`src/rtl/pipe_hazard_ctrl_if.sv`:
```
// Hazard-control bundle: DEC/stall-unit/memory inputs to the controller and its
// per-stage hold/flush controls, tracked destinations and perf counters.
interface pipe_hazard_ctrl_if;
  logic        dec_valid;
  logic [4:0]  dec_rd;
  logic        dec_rd_wenb, dec_load, dec_csr;
  logic        dec_stall, dec_load_use, dec_csr_use;
  logic        exe_branch_taken, mem_req, mem_ack;
  logic        fet_hold, dec_hold, dec_flush, exe_hold, mem_hold;
  logic [4:0]  exe_rd, mem_rd, wrb_rd;
  logic        exe_rd_wenb, mem_rd_wenb, wrb_rd_wenb, exe_load, exe_csr;
  logic        stall_timeout;
  logic [31:0] perf_load_use, perf_csr_use, perf_mem_wait, perf_flush;

  modport master (
    output dec_valid, dec_rd, dec_rd_wenb, dec_load, dec_csr,
           dec_stall, dec_load_use, dec_csr_use, exe_branch_taken, mem_req, mem_ack,
    input  fet_hold, dec_hold, dec_flush, exe_hold, mem_hold,
           exe_rd, mem_rd, wrb_rd, exe_rd_wenb, mem_rd_wenb, wrb_rd_wenb, exe_load, exe_csr,
           stall_timeout, perf_load_use, perf_csr_use, perf_mem_wait, perf_flush
  );
  modport slave (
    input  dec_valid, dec_rd, dec_rd_wenb, dec_load, dec_csr,
           dec_stall, dec_load_use, dec_csr_use, exe_branch_taken, mem_req, mem_ack,
    output fet_hold, dec_hold, dec_flush, exe_hold, mem_hold,
           exe_rd, mem_rd, wrb_rd, exe_rd_wenb, mem_rd_wenb, wrb_rd_wenb, exe_load, exe_csr,
           stall_timeout, perf_load_use, perf_csr_use, perf_mem_wait, perf_flush
  );
endinterface

```
`src/rtl/pipe_hazard_ctrl.sv`:
```
// 5-stage pipeline sequencing: EXE/MEM/WRB destination tracking, hold/flush control,
// DEC-stall watchdog. Define PIPE_PERF_CNT_EN to build the 32-bit perf counters.
module pipe_hazard_ctrl #(
  parameter int STALL_LIMIT = 16,
  parameter int CNT_W       = 8
) (
  input logic               clk,
  input logic               rst_n,
  pipe_hazard_ctrl_if.slave bus
);
  typedef enum logic [1:0] {RUN, MWAIT, FLUSH} state_t;
  typedef enum logic [1:0] {ACT_ADV, ACT_STALL, ACT_SQUASH, ACT_FREEZE} act_t;
  typedef struct packed {
    logic [4:0] rd;
    logic       wenb;
    logic       load;
    logic       csr;
  } trk_t;

  state_t           state, state_nxt;
  act_t             act;
  logic             mem_wait, br_accept;
  trk_t             exe_q, exe_nxt;
  logic [4:0]       mem_rd_q, wrb_rd_q;
  logic             mem_wenb_q, wrb_wenb_q;
  logic [CNT_W-1:0] stall_cnt;
  logic             timeout_q;

  assign mem_wait = bus.mem_req & ~bus.mem_ack;

  // One action per cycle; mem_wait overrides everything, FLUSH ignores stall and branch.
  always_comb begin
    state_nxt = RUN;
    act       = ACT_ADV;
    br_accept = 1'b0;
    if (mem_wait) begin
      act       = ACT_FREEZE;
      state_nxt = MWAIT;
    end else if (state == FLUSH) begin
      act = ACT_SQUASH;
    end else if (bus.exe_branch_taken) begin
      act       = ACT_SQUASH;
      br_accept = 1'b1;
      state_nxt = FLUSH;
    end else if (bus.dec_stall) begin
      act = ACT_STALL;
    end
  end

  always_ff @(posedge clk or negedge rst_n) begin
    if (!rst_n) state <= RUN;
    else        state <= state_nxt;
  end

  assign bus.fet_hold  = (act == ACT_FREEZE) || (act == ACT_STALL);
  assign bus.dec_hold  = (act == ACT_FREEZE) || (act == ACT_STALL);
  assign bus.exe_hold  = (act == ACT_FREEZE);
  assign bus.mem_hold  = (act == ACT_FREEZE);
  assign bus.dec_flush = (act == ACT_SQUASH);

  // Anything other than a valid advance puts a bubble (all zero, rd included) into EXE.
  always_comb begin
    exe_nxt = '0;
    if (act == ACT_ADV && bus.dec_valid)
      exe_nxt = '{rd: bus.dec_rd, wenb: bus.dec_rd_wenb, load: bus.dec_load, csr: bus.dec_csr};
  end

  always_ff @(posedge clk or negedge rst_n) begin
    if (!rst_n) begin
      exe_q      <= '0;
      mem_rd_q   <= '0;
      mem_wenb_q <= 1'b0;
      wrb_rd_q   <= '0;
      wrb_wenb_q <= 1'b0;
    end else if (act == ACT_FREEZE) begin
      wrb_wenb_q <= 1'b0;
    end else begin
      exe_q      <= exe_nxt;
      mem_rd_q   <= exe_q.rd;
      mem_wenb_q <= exe_q.wenb;
      wrb_rd_q   <= mem_rd_q;
      wrb_wenb_q <= mem_wenb_q;
    end
  end

  assign bus.exe_rd      = exe_q.rd;
  assign bus.exe_rd_wenb = exe_q.wenb;
  assign bus.exe_load    = exe_q.load;
  assign bus.exe_csr     = exe_q.csr;
  assign bus.mem_rd      = mem_rd_q;
  assign bus.mem_rd_wenb = mem_wenb_q;
  assign bus.wrb_rd      = wrb_rd_q;
  assign bus.wrb_rd_wenb = wrb_wenb_q;

  // Only stalls that actually freeze FET/DEC count toward the watchdog.
  always_ff @(posedge clk or negedge rst_n) begin
    if (!rst_n) begin
      stall_cnt <= '0;
      timeout_q <= 1'b0;
    end else if (act == ACT_STALL) begin
      if (stall_cnt != CNT_W'(STALL_LIMIT))     stall_cnt <= stall_cnt + CNT_W'(1);
      if (stall_cnt == CNT_W'(STALL_LIMIT - 1)) timeout_q <= 1'b1;
    end else begin
      stall_cnt <= '0;
    end
  end

  assign bus.stall_timeout = timeout_q;

`ifdef PIPE_PERF_CNT_EN
  logic [31:0] cnt_lu, cnt_cu, cnt_mw, cnt_fl;

  always_ff @(posedge clk or negedge rst_n) begin
    if (!rst_n) begin
      cnt_lu <= '0;
      cnt_cu <= '0;
      cnt_mw <= '0;
      cnt_fl <= '0;
    end else begin
      if (act == ACT_STALL && bus.dec_load_use) cnt_lu <= cnt_lu + 32'd1;
      if (act == ACT_STALL && bus.dec_csr_use)  cnt_cu <= cnt_cu + 32'd1;
      if (mem_wait)                             cnt_mw <= cnt_mw + 32'd1;
      if (br_accept)                            cnt_fl <= cnt_fl + 32'd1;
    end
  end

  assign bus.perf_load_use = cnt_lu;
  assign bus.perf_csr_use  = cnt_cu;
  assign bus.perf_mem_wait = cnt_mw;
  assign bus.perf_flush    = cnt_fl;
`else
  logic unused_perf;
  assign unused_perf       = ^{bus.dec_load_use, bus.dec_csr_use, br_accept};
  assign bus.perf_load_use = '0;
  assign bus.perf_csr_use  = '0;
  assign bus.perf_mem_wait = '0;
  assign bus.perf_flush    = '0;
`endif
endmodule

```
`src/flat_wrapper.sv`:
```
// flat-port wrapper written by rule: the top's interface ports become plain ports
module pipe_hazard_ctrl_flat 
#(
  parameter int STALL_LIMIT = 16,
  parameter int CNT_W       = 8
)
  (clk, rst_n, bus_dec_valid, bus_dec_rd, bus_dec_rd_wenb, bus_dec_load, bus_dec_csr, bus_dec_stall, bus_dec_load_use, bus_dec_csr_use, bus_exe_branch_taken, bus_mem_req, bus_mem_ack, bus_fet_hold, bus_dec_hold, bus_dec_flush, bus_exe_hold, bus_mem_hold, bus_exe_rd, bus_mem_rd, bus_wrb_rd, bus_exe_rd_wenb, bus_mem_rd_wenb, bus_wrb_rd_wenb, bus_exe_load, bus_exe_csr, bus_stall_timeout, bus_perf_load_use, bus_perf_csr_use, bus_perf_mem_wait, bus_perf_flush);
  pipe_hazard_ctrl_if bus_i ();
  input logic clk;
  input logic rst_n;
  input wire logic [$bits(bus_i.dec_valid)-1:0] bus_dec_valid;
  input wire logic [$bits(bus_i.dec_rd)-1:0] bus_dec_rd;
  input wire logic [$bits(bus_i.dec_rd_wenb)-1:0] bus_dec_rd_wenb;
  input wire logic [$bits(bus_i.dec_load)-1:0] bus_dec_load;
  input wire logic [$bits(bus_i.dec_csr)-1:0] bus_dec_csr;
  input wire logic [$bits(bus_i.dec_stall)-1:0] bus_dec_stall;
  input wire logic [$bits(bus_i.dec_load_use)-1:0] bus_dec_load_use;
  input wire logic [$bits(bus_i.dec_csr_use)-1:0] bus_dec_csr_use;
  input wire logic [$bits(bus_i.exe_branch_taken)-1:0] bus_exe_branch_taken;
  input wire logic [$bits(bus_i.mem_req)-1:0] bus_mem_req;
  input wire logic [$bits(bus_i.mem_ack)-1:0] bus_mem_ack;
  output wire logic [$bits(bus_i.fet_hold)-1:0] bus_fet_hold;
  output wire logic [$bits(bus_i.dec_hold)-1:0] bus_dec_hold;
  output wire logic [$bits(bus_i.dec_flush)-1:0] bus_dec_flush;
  output wire logic [$bits(bus_i.exe_hold)-1:0] bus_exe_hold;
  output wire logic [$bits(bus_i.mem_hold)-1:0] bus_mem_hold;
  output wire logic [$bits(bus_i.exe_rd)-1:0] bus_exe_rd;
  output wire logic [$bits(bus_i.mem_rd)-1:0] bus_mem_rd;
  output wire logic [$bits(bus_i.wrb_rd)-1:0] bus_wrb_rd;
  output wire logic [$bits(bus_i.exe_rd_wenb)-1:0] bus_exe_rd_wenb;
  output wire logic [$bits(bus_i.mem_rd_wenb)-1:0] bus_mem_rd_wenb;
  output wire logic [$bits(bus_i.wrb_rd_wenb)-1:0] bus_wrb_rd_wenb;
  output wire logic [$bits(bus_i.exe_load)-1:0] bus_exe_load;
  output wire logic [$bits(bus_i.exe_csr)-1:0] bus_exe_csr;
  output wire logic [$bits(bus_i.stall_timeout)-1:0] bus_stall_timeout;
  output wire logic [$bits(bus_i.perf_load_use)-1:0] bus_perf_load_use;
  output wire logic [$bits(bus_i.perf_csr_use)-1:0] bus_perf_csr_use;
  output wire logic [$bits(bus_i.perf_mem_wait)-1:0] bus_perf_mem_wait;
  output wire logic [$bits(bus_i.perf_flush)-1:0] bus_perf_flush;
  assign bus_i.dec_valid = bus_dec_valid;
  assign bus_i.dec_rd = bus_dec_rd;
  assign bus_i.dec_rd_wenb = bus_dec_rd_wenb;
  assign bus_i.dec_load = bus_dec_load;
  assign bus_i.dec_csr = bus_dec_csr;
  assign bus_i.dec_stall = bus_dec_stall;
  assign bus_i.dec_load_use = bus_dec_load_use;
  assign bus_i.dec_csr_use = bus_dec_csr_use;
  assign bus_i.exe_branch_taken = bus_exe_branch_taken;
  assign bus_i.mem_req = bus_mem_req;
  assign bus_i.mem_ack = bus_mem_ack;
  assign bus_fet_hold = bus_i.fet_hold;
  assign bus_dec_hold = bus_i.dec_hold;
  assign bus_dec_flush = bus_i.dec_flush;
  assign bus_exe_hold = bus_i.exe_hold;
  assign bus_mem_hold = bus_i.mem_hold;
  assign bus_exe_rd = bus_i.exe_rd;
  assign bus_mem_rd = bus_i.mem_rd;
  assign bus_wrb_rd = bus_i.wrb_rd;
  assign bus_exe_rd_wenb = bus_i.exe_rd_wenb;
  assign bus_mem_rd_wenb = bus_i.mem_rd_wenb;
  assign bus_wrb_rd_wenb = bus_i.wrb_rd_wenb;
  assign bus_exe_load = bus_i.exe_load;
  assign bus_exe_csr = bus_i.exe_csr;
  assign bus_stall_timeout = bus_i.stall_timeout;
  assign bus_perf_load_use = bus_i.perf_load_use;
  assign bus_perf_csr_use = bus_i.perf_csr_use;
  assign bus_perf_mem_wait = bus_i.perf_mem_wait;
  assign bus_perf_flush = bus_i.perf_flush;
  pipe_hazard_ctrl #(.STALL_LIMIT(STALL_LIMIT), .CNT_W(CNT_W)) u_core (.clk(clk), .rst_n(rst_n), .bus(bus_i));
endmodule
```
`config.mk`:
```
export PLATFORM = sky130hd
export DESIGN_NAME = pipe_hazard_ctrl_flat
export DESIGN_NICKNAME = d
export VERILOG_FILES = /design/src/rtl/pipe_hazard_ctrl_if.sv /design/src/rtl/pipe_hazard_ctrl.sv /design/src/flat_wrapper.sv
export SDC_FILE = /design/constraint.sdc
export NUM_CORES = 1
export LEC_CHECK = 0
export ABC_AREA = 1
export CORE_UTILIZATION = 35
export CTS_BUF_LIST = sky130_fd_sc_hd__clkbuf_16
export DETAILED_ROUTE_END_ITERATION = 7
export PLACE_DENSITY = 0.81
export SLEW_MARGIN = 10
export SYNTH_ARGS = -nofsm -noshare
export SYNTH_HDL_FRONTEND = slang
export SYNTH_SLANG_ARGS = --single-unit
```
`constraint.sdc`:
```
create_clock -name clk -period 1.2 [get_ports clk]
set_input_delay 0.24 -clock clk [delete_from_list [all_inputs] [get_ports clk]]
set_output_delay 0.24 -clock clk [all_outputs]
set_load 0.05 [all_outputs]
```
# == After elaboration in Yosys (flattened, before gate mapping) ==
# Index checks and enable logic that the tools add are counted.
# word_totals
word_cells,36
out_inout_bits,154
regBits,31
# classes
n_reduce_logical,4
bitwise,2
n_mux,11
eq_ne,7
n_addsub,1
# ops
operator,n
8-bit 2-to-1 mux,3
2-bit 2-to-1 mux,6
8-bit by 1-bit adder with 8-bit output (second input constant),1
8-bit by 4-bit == test with 1-bit output (second input constant),1
8-bit by 5-bit != test with 1-bit output (second input constant),1
2-bit == test (second input constant),3
2-bit by 1-bit == test with 1-bit output (second input constant),1
2-bit zero test,1
1-bit 2-to-1 mux,2
2-bit != test (second input constant),1
2-bit AND reduction,1
1-bit AND,1
1-bit logical AND,1
1-bit logical OR,1
1-bit NOT,1

# == Longest topological paths before layout ==
# logic_depth
depth_word,7
mapped_depth,8

# == Least setup slack after synthesis ==
# Ideal clock, no wire load.
# synth_timing
kind,input -> output
start,input bus_mem_ack
end,output bus_dec_flush
path_stages,5
n_path_buf,1
required_ps,960
arrival_time_ps,1360
setup_slack_ps,-400
cell_sequence,inv_1 > nand2_4 > inv_2 > buf_4 > a21oi_1
# synth_between
elab_chain_len,4
# synth_rtl
element,line_no,source
from (decl),flat_wrapper.sv:21,input wire logic [$bits(bus_i.mem_ack)-1:0] bus_mem_ack;
1-bit NOT,pipe_hazard_ctrl.sv:29,assign mem_wait = bus.mem_req & ~bus.mem_ack;
1-bit AND,pipe_hazard_ctrl.sv:29,
net u_core.mem_wait,pipe_hazard_ctrl.sv:22,"logic mem_wait, br_accept;"
2-bit 2-to-1 mux,pipe_hazard_ctrl.sv:36,if (mem_wait) begin
2-bit == test,pipe_hazard_ctrl.sv:59,assign bus.dec_flush = (act == ACT_SQUASH);
to (decl),flat_wrapper.sv:24,output wire logic [$bits(bus_i.dec_flush)-1:0] bus_dec_flush;
# The timed path passes the listed nets, and every way through them passes these cells.

# == Worst setup path in the final report ==
# layout_timing
start,register u_core.state[0]
end,output bus_dec_hold
# layout_between
elab_chain_len,5
# layout_rtl
element,line_no,source
from (decl),pipe_hazard_ctrl.sv:20,"state_t state, state_nxt;"
from (signal assigned),pipe_hazard_ctrl.sv:52,else state <= state_nxt;
2-bit == test (*),pipe_hazard_ctrl.sv:39,end else if (state == FLUSH) begin
2-bit 2-to-1 mux (*),pipe_hazard_ctrl.sv:39,
2-bit 2-to-1 mux (*),pipe_hazard_ctrl.sv:36,
2-bit == test / 2-bit by 1-bit == test with 1-bit output (equally long branches),pipe_hazard_ctrl.sv:56,assign bus.dec_hold = (act == ACT_FREEZE) || (act == ACT_STALL);
1-bit logical OR (*),pipe_hazard_ctrl.sv:56,
to (decl),flat_wrapper.sv:23,output wire logic [$bits(bus_i.dec_hold)-1:0] bus_dec_hold;
# Mark *: on every way between the ends. The rest lies on a longest branch, timed or not.

==> impl_metrics.toml <==
[run_status]
outcome = "finished with violations"
violations = "setup timing"

[layout]
fin_nets = 380
nFillCells = 586
synthToLayoutAreaGrowth_pct = 28.39
n_antenna_cell = 0
drive_gt1_share_pct = 24.86
seqCellArea_sq_um = 777.0
fin_area_sq_um = 3095
final_util_pct = 47.66
multi_input_comb_area_sq_um = 1117

[sta]
drv_slew = 0
min_period_ns = 1.429
hold_violations = 0
layout_setup_ws_ns = -0.2291
fin_crit_sh_pct = 119.1
finalSetupViolCount = 8
setup_tns_ns = -0.8503
fin_worst_skew_ns = 0.005258
rsz0062_at_grt = "true"
fmax_ghz = 0.6997

[die]
io_pins = 171
coreArea_sq_um = 6495
fp.dieW_microns = 85
fp.dieArea_sq_um = 7225
row_count = 29
fp.dieH_microns = 85
initial_core_util_pct = 37.12

[global_route]
grt_use_total_pct = 12.04
antenna_found_initial = 0
grt_max_degree = 32
grt_pass1_vias = 1386
grt_overflow_total = 0
grt_pass1_wl_microns = 6658

[pwr]
clock_power_share_pct = 30.8
p_int_mw = 2.157
p_leak_nw = 1.597
seq_power_share_pct = 29.4
power_density_nw_per_um2 = 1248
p_sw_mw = 1.707
ir_drop_v = 0.0009894
p_comb_share_pct = 39.8
switching_share_pct = 44.18

[yosys]
synth_area_per_cell_sq_um = 8.118
ys.warnings.count = 0
synth.cell_area_sq_um = 2411
synth_seq_cells = 31
synth_simple_gate_area_share_pct = 16.40
synth_area_leaders = "buf_4 (41%), dfrtp_1 (32%), nand2_1 (7.5%)"
synth_compound_area_share_pct = 4.307
synth_top_cell_by_area = "buf_4"
seq_area_frac_synth_pct = 32.17
synth_top_family_by_area = "buffers and inverters"
synth_fa_ha_area_share_pct = 1.038
netlist_instances = 297
synth_top_area_share_pct = 41.10
synthXorXnorAreaFrac_pct = 0.7265
muxShareOfSynthArea_pct = 0
synth.distinct_cells = 24

[setup_path]
critPathMaxFanout = 4
slowest_stage = "dfrtp_1"
startpoint_type = "flip-flop"
end_kind = "output pin"
crit_type = "flip-flop to output pin"
cp.arrival_ns = 1.19
path_cells = "inv_2 > nand2_4 > a21oi_4 > inv_2 > buf_12"
slowest_delay_ns = 0.38
crit_buf_inv = 3
crit_top_cell = "inv_2"
critPathRequiredTime_ns = 0.96
crit_family = "flip-flops"

[route]
postRouteAntennaNets = 0
via_per_inst = 3.722
wl_per_cell_microns = 10.28
num_vias = 1634
wirelength_microns = 4514
drc = 0
drt-initial-drc-count = 120
first_pass_iters = 4

[placed_design]
place_congestion = 0.8110
post_dp_cell_area_sq_um = 2755
dp_hpwl_microns = 3155
io_buffers = 40

[run]
max_cap_viol_count = 0

[clock_network]
clkTransAtPathRegs_ns = 0.05
htree_levels = 2
postCtsHoldBufs = 0
cts_tree = "built"
cts_buffer_depth = 2
cts_sinks = 31
cts_root_buf = "clkbuf_16"
cts_buffers = 5
clk_latency_ns = 0.28

[hold_path]
worstHoldPathType = "input port to asynchronous set/reset pin"
layer usage:
metal / share of wire [%] / vias up / GRT usage, %
met5: 0 / - / 0
met4: 1.5 / 0 / 4.931
met3: 9.0 / 8 / 4.961
met2: 52 / 90 / 20.38
met1: 37 / 761 / 13.39
li1: - / 775 / -
power groups by stage:
stage	sequential (mW)	combinational (mW)	clock, mW
global placement	1.15	1.47	0
global route	1.14	1.60	1.26
detailed placement	1.15	1.48	0
CTS	1.14	1.49	1.21
floorplan	1.25	1.37	0
finish	1.14	1.54	1.19
cells in the mapped netlist (all sizes together):
cell type,count
ha,2
conb,1
xnor2,1
buf,133
o21bai,1
a21oi,6
clkinv,1
nor3,1
dfrtp,31
o21ai,11
nand3,16
nand2,50
nor2,18
xor2,1
inv,24
area by class of cell:
class                           count  share of cell area [%]
Timing Repair Buffer               63                   27.77
Multi-Input combinational cell    235                   36.10
Tap cell                           77                   3.112
Sequential cell                    31                   25.10
Inverter                           25                   3.395
Clock inverter                      3                  0.4850
Clock buffer                        5                   4.042
final timing paths:
check	start	to	slack, ns	depth (start not counted)
worst max-delay path	u_core.state[0]	bus_dec_hold	-0.23	5
worst min-delay path	rst_n	u_core.stall_cnt[7]	0.34	2
worst max register to register	u_core.stall_cnt[1]	u_core.stall_cnt[4]	-0.07	6
worst min register to register	u_core.bus.stall_timeout	u_core.bus.stall_timeout	0.54	1
max in group asynchronous	rst_n	u_core.stall_cnt[0]	0.68	2
min in group clk	bus_exe_branch_taken	u_core.state[1]	0.41	3
kinds of logic (layout without fill, tap and decap cells):
group	after synthesis	after routing
AOI/OAI and AO/OA	18	18
xor gates and xnor gates	2	2
adders and majority gates	2	2
buffers and inverters	158	96
DFF	31	31
other	1	128
and+or+nand+nor	85	85
placed cells by master (no fill, tap or decap), types with 5 or more instances in the layout:
master,count
clkdlybuf4s50_1,10
o21ai_0,8
nor2_1,11
inv_2,7
conb_1,128
dfrtp_1,30
nor2_4,5
nand3_1,13
buf_4,19
clkbuf_16,5
nand2_1,46
inv_1,14
buf_12,28
registers in the layout, summed over array words and instances (netlist names):
register	cells
u_core.stall_cnt	8
u_core.bus.mem_rd	5
u_core.bus.mem_rd_wenb	1
u_core.bus.exe_rd	5
u_core.bus.wrb_rd	5
u_core.bus.wrb_rd_wenb	1
u_core.bus.exe_rd_wenb	1
u_core.bus.exe_csr	1
u_core.bus.stall_timeout	1
u_core.bus.exe_load	1
u_core.state	2
repair_timing:
| item | 4_1_cts | 5_1_grt |
|---|---|---|
| endpoints found under the hold margin | 0 | 0 |
| setup endpoints to repair | 8 | 10 |
| gates resized for setup | 18 | 21 |
| gates cloned | 0 | 0 |
| pin swaps | 6 | 10 |
| buffers inserted | 6 | 9 |
through the flow:
step	total power [mW]	cells	setup WS (ns)	hold WS, ns
2_1_floorplan	2.617	424	-0.2889	-0.05559
3_3_place_gp	2.620	416	-0.4123	0.5242
3_5_place_dp	2.629	416	-0.4057	0.5393
4_1_cts	3.843	430	-0.2182	0.3482
5_1_grt	4.002	439	-0.2482	0.3653
6_report	3.864	439	-0.2291	0.3356
Note: power is estimated with default switching activity, not from simulation.
==> edit 1, RTL diff (same settings) <==
`CNT_W` is set to 8 in 2 places; all go to 6.
--- a/src/rtl/pipe_hazard_ctrl.sv
+++ b/src/rtl/pipe_hazard_ctrl.sv
@@ -4,3 +4,3 @@
   parameter int STALL_LIMIT = 16,
-  parameter int CNT_W       = 8
+  parameter int CNT_W       = 6
 ) (
--- a/src/flat_wrapper.sv
+++ b/src/flat_wrapper.sv
@@ -4,3 +4,3 @@
   parameter int STALL_LIMIT = 16,
-  parameter int CNT_W       = 8
+  parameter int CNT_W       = 6
 )
Behaviour: same outputs for any inputs over 10 cycles, from zero or initial values and one cycle with rst_n low; that may be too few to reach the edited logic, so the function may still have changed.
==> edit 1 against the original RTL <==
The run still ends with setup timing left. Worst setup slack improved by 0.046 ns. Die area fell by 6.0%. Synthesized cell count fell by 8.1%. Critical path depth did not move. Area after synthesis fell by 6.1%. Cell area fell by 6.2%. Routed wire length fell by 9.3%. Power fell by 3.8%. Highest routed layer unchanged. Core utilization rose by 0.26 points. Cell count fell by 7.1%. Clock skew barely moved. Sequential cell count fell by 2. Via count fell by 7.2%.
==> edit 1: results (changes against the original RTL) <==
- Status: finished, violations left (unchanged)
- Failing checks: setup timing (unchanged)
- Clk root buf: clkbuf_16 (unchanged)
- Share of cells above drive strength 1: 25.5% (was 24.9%)
- Wire length of the first global-routing pass: 5870 um (was 6660 um)
- Routed wire length per instance: 10.0 um (was 10.3 um)
- Cells after Synth: 273 (was 297)
- Starting DRT DRC Count: 41 (was 120)
- Flop2flop setup slack: -0.15 ns (was -0.07 ns)
- Slowest stage delay, CP: 0.36 ns (was 0.38 ns)
- Max rail drop VDD: 0.000725 V (was 0.000989 V)
- Max Cap Violations: 0 (unchanged)
- CP Data Arrival Time: 1.14 ns (was 1.19 ns)
- DP Worst Slack: -0.446 ns (was -0.406 ns)
- CP max-delay cell: dfrtp_1 (unchanged)
- Synth area leaders: buf_4, dfrtp_1, nand2_1 (unchanged)
- Clock Tree Buf Depth: 2 (unchanged)
- Worst Setup EP: bus_fet_hold (was bus_dec_hold)
- Synth cell count leaders: buf_4, nand2_1, dfrtp_1 (unchanged)
- Netlist cell types: 22 (was 24)
- All-Layer GR Usage: 11.9% (was 12.0%)
- Yosys Warn Count: 0 (unchanged)
- Reg with most FFs: u_core.stall_cnt (unchanged)
- FF-to-FF path depth: 8 (was 6)
- Reg clk slew, reported paths: 0.05 ns (about the same)
- Most used DFF post-synth: dfrtp_1 (unchanged)
- CP max FO: 3 (was 4)
- Buffers on Ports: 40 (unchanged)
- M2 GR Usage: 21.2% (was 20.4%)
- First-pass DRT Iterations: 4 (unchanged)
- Diode count: 0 (unchanged)
- Largest net degree at the start of global routing: 30 (was 32)
- DR vias: 1517 (was 1634)
- Number of global-route vias before repair: 1275 (was 1386)
- Setup Skew: 0.00546 ns (was 0.00526 ns)
- Final WL: 4100 um (was 4510 um)
- GRT met1 Usage: 12.1% (was 13.4%)
- Filler Cell Count: 555 (was 586)
- R2r startpoint: u_core.state[1] (was u_core.stall_cnt[1])
- Final worst slack: -0.184 ns (was -0.229 ns)
- Max reg flops: 6 (was 8)
- Met3 Use GR: 4.73% (was 4.96%)
- Post-synthesis sequential area ratio: 32.1% (was 32.2%)
- Worst-skew pair later-pin latency: 0.27 ns
- Worst min path class: primary input to asynchronous set/reset pin (unchanged)
- Num CTS Buffers: 5 (unchanged)
- Hold buffers post-CTS: 0 (unchanged)
- Final #Nets: 351 (was 380)
- Setup violators final: 15 (was 8)
- Placed Cells: 392 (was 416)
- Gpl congestion: 0.734 (was 0.811)
- Dpl hpwl: 3150 um (was 3160 um)
- Crit path launch: u_core.state[0] (unchanged)
- Lkg Pwr: 1.52 nW (was 1.60 nW)
- Reg2reg end: u_core.bus.exe_rd[4] (was u_core.stall_cnt[4])
[edit 1: changes by cell type after synthesis, moves of 2 or more]
cell / delta
dfrtp_1: -2
nand2_1: -4
o21ai_0: +2
nand3_1: -2
nor2_1: -4
o21ai_1: -2
inv_1: -7
a21oi_1: -3
nand3_2: -2
[edit 1: cell type report]
class	instances	area (um2)	area share (%)
Clock buffer	5	125	4.31
Clock inverter	3	11.3	0.388
Inverter	19	87.6	3.02
Multi-Input combinational cell	219	1040	35.9
Sequential cell	29	727	25.0
Tap cell	75	93.8	3.23
Timing Repair Buffer	58	816	28.1
[edit 1: how the worst min path moves through the flow]
stage                                     to  slack (ns)  depth (start not counted)
finish                  u_core.bus.wrb_rd[4]        0.34                          2
global route            u_core.bus.wrb_rd[4]        0.37                          2
CTS                     u_core.bus.wrb_rd[4]        0.36                          2
detailed placement  u_core.bus.stall_timeout        0.52                          2
global placement    u_core.bus.stall_timeout        0.52                          2
floorplan                 u_core.bus.exe_csr       -0.06                          0
[edit 1: routing by layer]
metal,wire (um),share of wire (%)
met1,1350,33
met3,383,9.4
met5,0,0
met4,116,2.8
met2,2250,55
[edit 1: power by group]
part / switching [mW] / total, mW / internal, mW
clock network: 0.389 / 1.13 / 0.741
registers: 0.0466 / 1.07 / 1.02
logic: 1.22 / 1.52 / 0.302
[edit 1: per-stage QoR]
stage / setup TNS, ns / hold slack [ns] / total power, mW / area [um2]
after floorplan: -0.345 / -0.0556 / 2.54 / 2780
after global placement: -7.85 / 0.517 / 2.53 / 2590
after detailed placement: -9.42 / 0.524 / 2.54 / 2590
after CTS: -0.582 / 0.357 / 3.70 / 2780
after global routing: -2.97 / 0.366 / 3.86 / 2900
final: -1.78 / 0.341 / 3.72 / 2900
[edit 1: critical path: cells and delay by family, from the launching register on]
| family | cells | cell delay [ns] |
|---|---|---|
| buffers and inverters | 3 | 0.29 |
| AO/OA/AOI/OAI | 1 | 0.15 |
| flip-flops | 1 | 0.36 |
| AND/OR/NAND/NOR | 1 | 0.07 |
[edit 1: cell families (layout without fill, tap and decap cells)]
group,after synthesis,count (layout),share of synthesized area [%]
adder cells (fa/ha/maj),2,2,1.11
flip-flops,29,29,32.1
other,1,128,0.166
XOR/XNOR,1,1,0.387
buffers and inverters,152,85,47.4
AND/OR/NAND/NOR,73,73,14.9
AO/OA/AOI/OAI,15,15,3.93
[edit 1: timing repair]
item / CTS / global route
buffers inserted: 4 / 5
resized for setup: 18 / 26
setup endpoints to repair: 18 / 15
pin swaps: 4 / 15
==> edit 2, RTL diff (same settings) <==
Made on the original files. Re-encode `state_t` (3 states) as one-hot, 3 bits wide.
--- a/src/rtl/pipe_hazard_ctrl.sv
+++ b/src/rtl/pipe_hazard_ctrl.sv
@@ -10,3 +10,3 @@
 );
-  typedef enum logic [1:0] {RUN, MWAIT, FLUSH} state_t;
+  typedef enum logic [2:0] {RUN = 3'b001, MWAIT = 3'b010, FLUSH = 3'b100} state_t;
   typedef enum logic [1:0] {ACT_ADV, ACT_STALL, ACT_SQUASH, ACT_FREEZE} act_t;
Check against the original RTL: same outputs for any inputs over 10 cycles, from zero or initial values and one cycle with rst_n low; not proved beyond that.
==> edit 2 against the original RTL <==
The flow still finishes with violations (setup timing). Core utilization shrank 1.2 points. Cell area grew 2.1%. Clock skew shrank 0.0027 ns. Register-to-register slack lost 0.17 ns. Area after synthesis grew 2.2%. Maximum frequency shrank 6.8%. Sequential cell count grew 1. Worst setup slack lost 0.10 ns. Power grew 2.4%. Routed wire length shrank 5.6%. Critical path type unchanged. Critical endpoint is now bus_dec_flush. Largest cell class unchanged.
==> edit 2: results (changes against the original RTL) <==
- DP Worst Slack: -0.465 ns (was -0.406 ns)
- Met2 wire len: 2220 um (was 2350 um)
- Share of cells above drive strength 1: 28.9% (was 24.9%)
- Internal power: 2.21 mW (was 2.16 mW)
- Crit path launch: u_core.state[1] (was u_core.state[0])
- DR vias: 1607 (was 1634)
- Met3 Use GR: 3.08% (was 4.96%)
- Final worst slack: -0.333 ns (was -0.229 ns)
- Post-synthesis sequential area ratio: 32.6% (was 32.2%)
- Placed Area: 2840 um2 (was 2760 um2)
- Sequential power: 1.18 mW (was 1.14 mW)
- Setup Skew: 0.00257 ns (was 0.00526 ns)
- Worst hold slack: 0.339 ns (was 0.336 ns)
- Max rail drop VDD: 0.00101 V (was 0.000989 V)
- Synth cell count leaders: buf_4, nand2_1, dfrtp_1 (unchanged)
- Wire length of the first global-routing pass: 6170 um (was 6660 um)
- Final WL: 4260 um (was 4510 um)
- Non-filler instance count after layout: 449 (was 439)
- Lkg Pwr: 1.62 nW (was 1.60 nW)
- Number of global-route vias before repair: 1331 (was 1386)
- Largest net degree at the start of global routing: 33 (was 32)
- Final #Nets: 371 (was 380)
- Status: finished, violations left (unchanged)
- Synth area leaders: buf_4, dfrtp_1, nand2_1 (unchanged)
- Diode count: 0 (unchanged)
- All-Layer GR Usage: 10.7% (was 12.0%)
- Failing checks: setup timing (unchanged)
- Setup repair bufs after CTS: 7 (was 6)
- Highest Signal Layer: met4 (unchanged)
- GRT met1 Usage: 11.6% (was 13.4%)
- Worst Setup EP: bus_dec_flush (was bus_dec_hold)
- Flop2flop setup slack: -0.24 ns (was -0.07 ns)
- Worst-skew pair later-pin latency: 0.27 ns
- FF-to-FF path depth: 9 (was 6)
- Reg2reg end: u_core.stall_cnt[6] (was u_core.stall_cnt[4])
- Metal3 WL: 316 um (was 407 um)
- Placed Cells: 431 (was 416)
- Cells after Synth: 288 (was 297)
- Final setup TNS: -4.12 ns (was -0.850 ns)
- Met1 wire length: 1610 um (was 1690 um)
- Setup violators final: 20 (was 8)
- R2r startpoint: u_core.state[0] (was u_core.stall_cnt[1])
- Dpl hpwl: 3070 um (was 3160 um)
- Filler Cell Count: 610 (was 586)
- CP max FO: 4 (unchanged)
- CP Data Arrival Time: 1.29 ns (was 1.19 ns)
- M2 GR Usage: 19.0% (was 20.4%)
- Reg clk slew, reported paths: 0.05 ns (about the same)
- Netlist cell types: 25 (was 24)
- Psw: 1.74 mW (was 1.71 mW)
- Post-CTS sizing: 15 (was 18)
- Register area: 802 um2 (was 777 um2)
- Gpl congestion: 0.760 (was 0.811)
- Async S/R FF share, synth: 100% (unchanged)
- Starting DRT DRC Count: 48 (was 120)
[edit 2: worst min path at each step]
stage / endpoint / depth (start not counted) / start
after detailed placement: u_core.bus.stall_timeout / 2 / u_core.bus.stall_timeout
after global routing: u_core.bus.exe_rd[1] / 2 / rst_n
after floorplan: u_core.bus.exe_csr / 0 / rst_n
final: u_core.bus.exe_rd[1] / 2 / rst_n
after global placement: u_core.bus.stall_timeout / 2 / u_core.bus.stall_timeout
after CTS: u_core.bus.wrb_rd[1] / 2 / rst_n
[edit 2: cell type report]
cell class / count / share of cell area, %
Multi-Input combinational cell: 228 / 36.4
Timing Repair Buffer: 63 / 27.3
Sequential cell: 32 / 25.4
Clock buffer: 5 / 3.96
Tap cell: 96 / 3.80
Inverter: 22 / 2.69
Clock inverter: 3 / 0.436
[edit 2: cells by family after synthesis]
family	share of synthesized area [%]
AO/OA/AOI/OAI	5.03
XOR/XNOR	1.07
adder cells (fa/ha/maj)	1.02
buffers and inverters	44.0
flip-flops	32.6
other	0.152
AND/OR/NAND/NOR	16.1
